$ cat config.mk
export PLATFORM = sky130hd
export DESIGN_NAME = cpu_io_router
export DESIGN_NICKNAME = d
export VERILOG_FILES = /design/src/rtl/cpu_io_router.sv
export SDC_FILE = /design/constraint.sdc
export NUM_CORES = 1
export LEC_CHECK = 0
export BUFFER_PORTS_ARGS = -buffer_cell sky130_fd_sc_hd__buf_2
export CORE_UTILIZATION = 53
export CTS_CLUSTER_DIAMETER = 40
export DETAILED_ROUTE_END_ITERATION = 8
export HOLD_SLACK_MARGIN = 0.1
export PLACE_DENSITY = 0.85
export SETUP_SLACK_MARGIN = 0.02
export SKIP_LAST_GASP = 1
export SLEW_MARGIN = 15
export SYNTH_ARGS = -nofsm -noshare
export SYNTH_HDL_FRONTEND = slang
export SYNTH_SLANG_ARGS = --single-unit
$ cat constraint.sdc
create_clock -name clk -period 2.85 [get_ports clk]
set_input_delay 0.1425 -clock clk [delete_from_list [all_inputs] [get_ports clk]]
set_output_delay 0.1425 -clock clk [all_outputs]
set_load 0.005 [all_outputs]
$ cat src/rtl/cpu_io_router.sv
// cpu_io_router: synchronises Z80 I/O strobes, decodes A[7:2] per channel and routes requests/read data
module cpu_io_router #(
    parameter int                    CHANNELS    = 3,
    parameter int                    SYNC_STAGES = 2,
    parameter logic [CHANNELS*6-1:0] BASE        = {6'h3F, 6'h24, 6'h26},
    parameter logic [CHANNELS*6-1:0] MASK        = {3{6'h3F}},
    parameter int                    TIMEOUT     = 15
) (
    input  logic                    clk,
    input  logic                    reset,
    input  logic [7:2]              A,
    input  logic                    rd_iorq_n,
    input  logic                    wr_iorq_n,
    input  logic [7:0]              cd_in,
    output logic [7:0]              cd_out,
    output logic                    cd_oe,
    output logic                    cs_n,
    output logic [CHANNELS-1:0]     io_req,
    output logic                    io_wr,
    output logic [1:0]              io_addr,
    output logic [7:0]              io_wdata,
    input  logic [CHANNELS*8-1:0]   io_rdata,
    input  logic [CHANNELS-1:0]     io_ack,
    output logic                    timeout_err
);
    typedef enum logic [1:0] {S_IDLE, S_WAIT_ACK, S_HOLD, S_IGNORE} state_t;
    localparam int         CW      = (CHANNELS > 1) ? $clog2(CHANNELS) : 1;
    localparam logic [7:0] TO_LAST = 8'(TIMEOUT - 1);
    state_t                 r_state, w_next;
    logic [SYNC_STAGES-1:0] r_rd_sync, r_wr_sync;
    logic                   r_rd_prev, r_wr_prev;
    logic [CW-1:0]          r_ch, w_sel;
    logic [7:0]             r_cnt;
    logic                   w_rd, w_wr, w_det, w_hit, w_start, w_ack, w_tmo, w_strb;

    assign w_rd   = r_rd_sync[SYNC_STAGES-1];
    assign w_wr   = r_wr_sync[SYNC_STAGES-1];
    assign w_det  = (w_rd & ~r_rd_prev) | (w_wr & ~r_wr_prev);
    assign w_ack  = io_ack[r_ch];
    assign w_tmo  = r_cnt == TO_LAST;
    assign w_strb = io_wr ? w_wr : w_rd;

    // Strobe synchronisers (stored active-high); left unreset so they track the pins through reset
    always_ff @(posedge clk) begin
        r_rd_sync <= {r_rd_sync[SYNC_STAGES-2:0], ~rd_iorq_n};
        r_wr_sync <= {r_wr_sync[SYNC_STAGES-2:0], ~wr_iorq_n};
    end

    // Previous-strobe registers reset to asserted so a strobe held through reset is not seen as new
    always_ff @(posedge clk) begin
        if (reset) begin
            r_rd_prev <= 1'b1;
            r_wr_prev <= 1'b1;
        end else begin
            r_rd_prev <= w_rd;
            r_wr_prev <= w_wr;
        end
    end

    // Address decode: scanning downwards leaves the lowest matching channel selected
    always_comb begin
        w_hit = 1'b0;
        w_sel = '0;
        for (int k = CHANNELS - 1; k >= 0; k--)
            if (((A ^ BASE[6*k +: 6]) & MASK[6*k +: 6]) == 6'd0) begin
                w_hit = 1'b1;
                w_sel = CW'(k);
            end
    end

    // State register
    always_ff @(posedge clk) begin
        if (reset) r_state <= S_IDLE;
        else       r_state <= w_next;
    end

    // Next-state logic and state-decoded bus outputs
    always_comb begin
        w_next  = r_state;
        w_start = 1'b0;
        cd_oe   = 1'b0;
        cs_n    = 1'b1;
        case (r_state)
            S_IDLE: begin
                w_start = w_det && (w_rd ^ w_wr) && w_hit;
                w_next  = w_start ? S_WAIT_ACK : w_det ? S_IGNORE : S_IDLE;
            end
            S_WAIT_ACK: begin
                cs_n   = 1'b0;
                w_next = (w_ack || w_tmo) ? S_HOLD : S_WAIT_ACK;
            end
            S_HOLD: begin
                cs_n   = 1'b0;
                cd_oe  = ~io_wr;
                w_next = w_strb ? S_HOLD : S_IDLE;
            end
            default: w_next = (w_rd || w_wr) ? S_IGNORE : S_IDLE;
        endcase
    end

    // Access latching, single-cycle request, ack capture and timeout response
    always_ff @(posedge clk) begin
        if (reset) begin
            r_ch        <= '0;
            r_cnt       <= 8'd0;
            io_req      <= '0;
            io_wr       <= 1'b0;
            io_addr     <= 2'd0;
            io_wdata    <= 8'd0;
            cd_out      <= 8'd0;
            timeout_err <= 1'b0;
        end else begin
            io_req <= '0;
            if (w_start) begin
                r_ch     <= w_sel;
                r_cnt    <= 8'd0;
                io_req   <= CHANNELS'(1) << w_sel;
                io_wr    <= w_wr;
                io_addr  <= A[3:2];
                io_wdata <= cd_in;
            end else if (r_state == S_WAIT_ACK) begin
                r_cnt <= r_cnt + 8'd1;
                if (w_ack) begin
                    if (!io_wr) cd_out <= io_rdata[r_ch*8 +: 8];
                end else if (w_tmo) begin
                    cd_out      <= 8'hFF;
                    timeout_err <= 1'b1;
                end
            end
        end
    end
endmodule

==> summary.txt <==
Outcome
  – Outcome: finished, final reports clean

Clock network
  – Postcts setup bufs: 0
  – Root buf cell: clkbuf_4
  – CTS tree: built
  – Post-CTS Resized: 0
  – Clock Pin Slew Worst Setup and Hold Paths: approximately 0.12 ns
  – Number of buffers created by CTS: 5
  – Clock buffer depth: 2
  – Hold Buf Count CTS: 13
  – Clk sinks: 41
  – Clock Latency Late Sink: 0.36 ns
  – Htree depth: 2

Power
  – Leakage: ~1.1 nW
  – Internal power: 0.8703 mW
  – Combinational Power Share: 0.122
  – Max VDD drop: approximately 0.00034 V
  – Seq pwr share: 0.524
  – Sw power: 0.2765 mW
  – Power per Cell Area: 456.2 mW/mm²
  – Clock power share: 0.353
  – Switching power share of the total: 0.2411

Cells and area
  – Proportion of layout cells with a drive suffix above 1: 0.3113
  – Diode count: 0
  – Storage element area: ~820 µm²
  – Commonest cells after routing, fill and taps aside: 69 x buf_2, 41 x dfxtp_1, 40 x nand2_1
  – Fillcell total: about 270
  – Commonest non-fill, non-tap cell in the layout: buf_2
  – Nets@finish: 353
  – Multi-input logic area: 999.7 µm²
  – Post-route cell area: 0.002514 mm²
  – Area growth from synthesis to layout: 30.03%

Timing
  – Worst-margin pin slew: 0.8004 ns
  – Rel. slew slack: 0.4664
  – Final hold violation count: 0
  – RSZ-0062 raised after global routing: no
  – Setup violations, final: 0
  – Final worst path period share: 0.6739
  – Fin Setup TNS: 0 ns
  – Clk_skew: 0.01443 ns
  – Final Max Slew Viols: 0
  – Fmax: 520.6 MHz
  – Min cycle time layout: 1.921 ns

Global routing
  – Remaining global-route overflow: 0
  – Largest net degree at the start of global routing: 30
  – GRT busiest layer: met2
  – Total track usage: 0.2464
  – First-pass GRT wire length: 7610 µm
  – Global-route track usage on met3: 0.04562
  – Initial antenna violation count: 0
  – GR Layer Usage met2: 0.4560
  – Vias in the first global route: 1740
  – Met1 Use GR: 0.2717

Synth
  – Gate count after technology mapping: ~220
  – Synth cell types: 37
  – Dominant synthesized flop cell: dfxtp_1
  – EDFF count, synth: 0
  – Mapped cell area: 0.001933 mm²
  – Syn nets: 274
  – Avg Inst Size Synth: roughly 8.7 µm²
  – Synthesized flop and latch total: 41
  – Post-synthesis sequential area ratio: 0.4246
  – Yosys warning count: 0
  – Ys async rst share: 0

Floorplan
  – Chip Width: 62.40 µm
  – Num rows: 21
  – Die span in y: 62.40 µm
  – DIE AREA: between 0.003 and 0.004 mm²
  – Starting Density: 0.5659
  – Core Footprint: 0.003416 mm²
  – I/O Pins: 70

Drt
  – Pre-antenna DRT Iters: 4
  – DRT iter0 DRCs: 69
  – Final antenna-violating net count: 0
  – Via density: 5.112
  – DR DRC count: 0
  – Via Count: 1779
  – Routed wire per std cell: 12.71 µm
  – Detailed-route wire length: 4423 µm

Placed design
  – Placed cell areas: 0.002295 mm²
  – IO Port Bufs: just under 70
  – Gpl congestion: between 0.7 and 0.8
  – Detailed Place HPWL: roughly 3000 µm

Critical path
  – R2R cell count: 6
  – WS Path Type: reg2reg
  – Worst Setup End Kind: flop
  – Worst setup SP type: flop
  – Crit path max fanout: 12
  – Crit path arrival time: 2.22 ns
  – Worst Path Required: 3.15 ns

Hold path
  – Hold Path Cell Cnt: 3
  – Worst hold path class: in2reg

Run
  – Max-Cap Viols: 0
[metrics by stage]
step	cells	total power [mW]	worst slack, ns	hold slack [ns]	utilization
after detailed placement	327	0.7395	0.9501	0.2934	0.6718
after global routing	348	1.194	0.6501	0.2302	0.7359
after floorplan	222	0.6848	1.206	0.1990	-
after global placement	327	0.7360	1.036	0.2900	0.6718
after CTS	348	1.156	0.9006	0.1821	0.7359
final	348	1.147	0.9293	0.1978	0.7359
[kinds of logic after synthesis]
logic type                 share of synthesized area
adders and majority gates                    0.04531
and+or+nand+nor                               0.2285
xor gates and xnor gates                     0.03172
DFF                                           0.4246
AOI/OAI and AO/OA                             0.1651
muxes                                        0.04660
buffers and inverters                        0.05825
[per-layer routing]
layer  vias up  wire, µm
li1        907         -
met1       806      1853
met2        59      2240
met3         7       255
met4         0        73
met5         -         0
[worst max-delay path: stages, from the launching register on]
cell	delay, ns
dfxtp_1	0.40
inv_1	0.06
ha_1	0.28
nand4_1	0.13
a221oi_2	0.64
nand2_1	0.16
a21oi_1	0.18
[sequential cells by signal, indices dropped and copies added (netlist names)]
signal and cells:
r_ch 2, cd_out 8, r_cnt 8, io_wr 1
io_wdata 8, timeout_err 1, io_addr 2, r_rd_prev 1
r_wr_prev 1, r_rd_sync 2, r_state 2, r_wr_sync 2
io_req 3
[final cells by class]
| cell class | instances | area share |
|---|---|---|
| flip-flops and latches | 41 | 0.3265 |
| clock buffers | 6 | 0.02041 |
| inverters | 17 | 0.02539 |
| repair buffers | 83 | 0.1921 |
| multi-input cells | 153 | 0.3977 |
| well taps | 46 | 0.02290 |
| clock inverters | 2 | 0.01493 |
[power by group through the flow]
stage / clock (mW) / combinational (mW) / sequential, mW
after floorplan: 0 / 0.0723 / 0.613
after global placement: 0 / 0.123 / 0.613
after detailed placement: 0 / 0.125 / 0.614
after CTS: 0.415 / 0.140 / 0.601
after global routing: 0.435 / 0.155 / 0.604
final: 0.405 / 0.140 / 0.601
[final timing paths]
kind,from,to,slack (ns)
worst min register to register,r_rd_sync[0],r_rd_sync[1],0.34
worst min-delay path,A[2],io_req[2],0.20
worst max-delay path,r_wr_sync[1],r_ch[1],0.93
worst max register to register,r_wr_sync[1],r_ch[1],0.93
[cells in the mapped netlist, types with 2 or more instances]
| cell type | n | area (µm²) |
|---|---|---|
| and3_1 | 3 | 18.77 |
| dfxtp_1 | 41 | 820.8 |
| xor2_1 | 6 | 52.55 |
| nor3_1 | 9 | 45.04 |
| nor4_1 | 2 | 12.51 |
| nand4_1 | 5 | 31.28 |
| a21oi_1 | 15 | 75.07 |
| buf_2 | 6 | 30.03 |
| nand2_1 | 40 | 150.1 |
| nand2b_1 | 4 | 25.02 |
| nor2_1 | 12 | 45.04 |
| a211oi_2 | 8 | 100.1 |
| o21ai_0 | 10 | 50.05 |
| ha_1 | 7 | 87.58 |
| clkbuf_1 | 5 | 18.77 |
| nor2b_1 | 2 | 12.51 |
| mux2i_1 | 9 | 90.09 |
| nand3b_1 | 2 | 15.01 |
| or2_2 | 2 | 12.51 |
| inv_1 | 17 | 63.81 |
No activity file was read; power rests on OpenSTA's default activity.
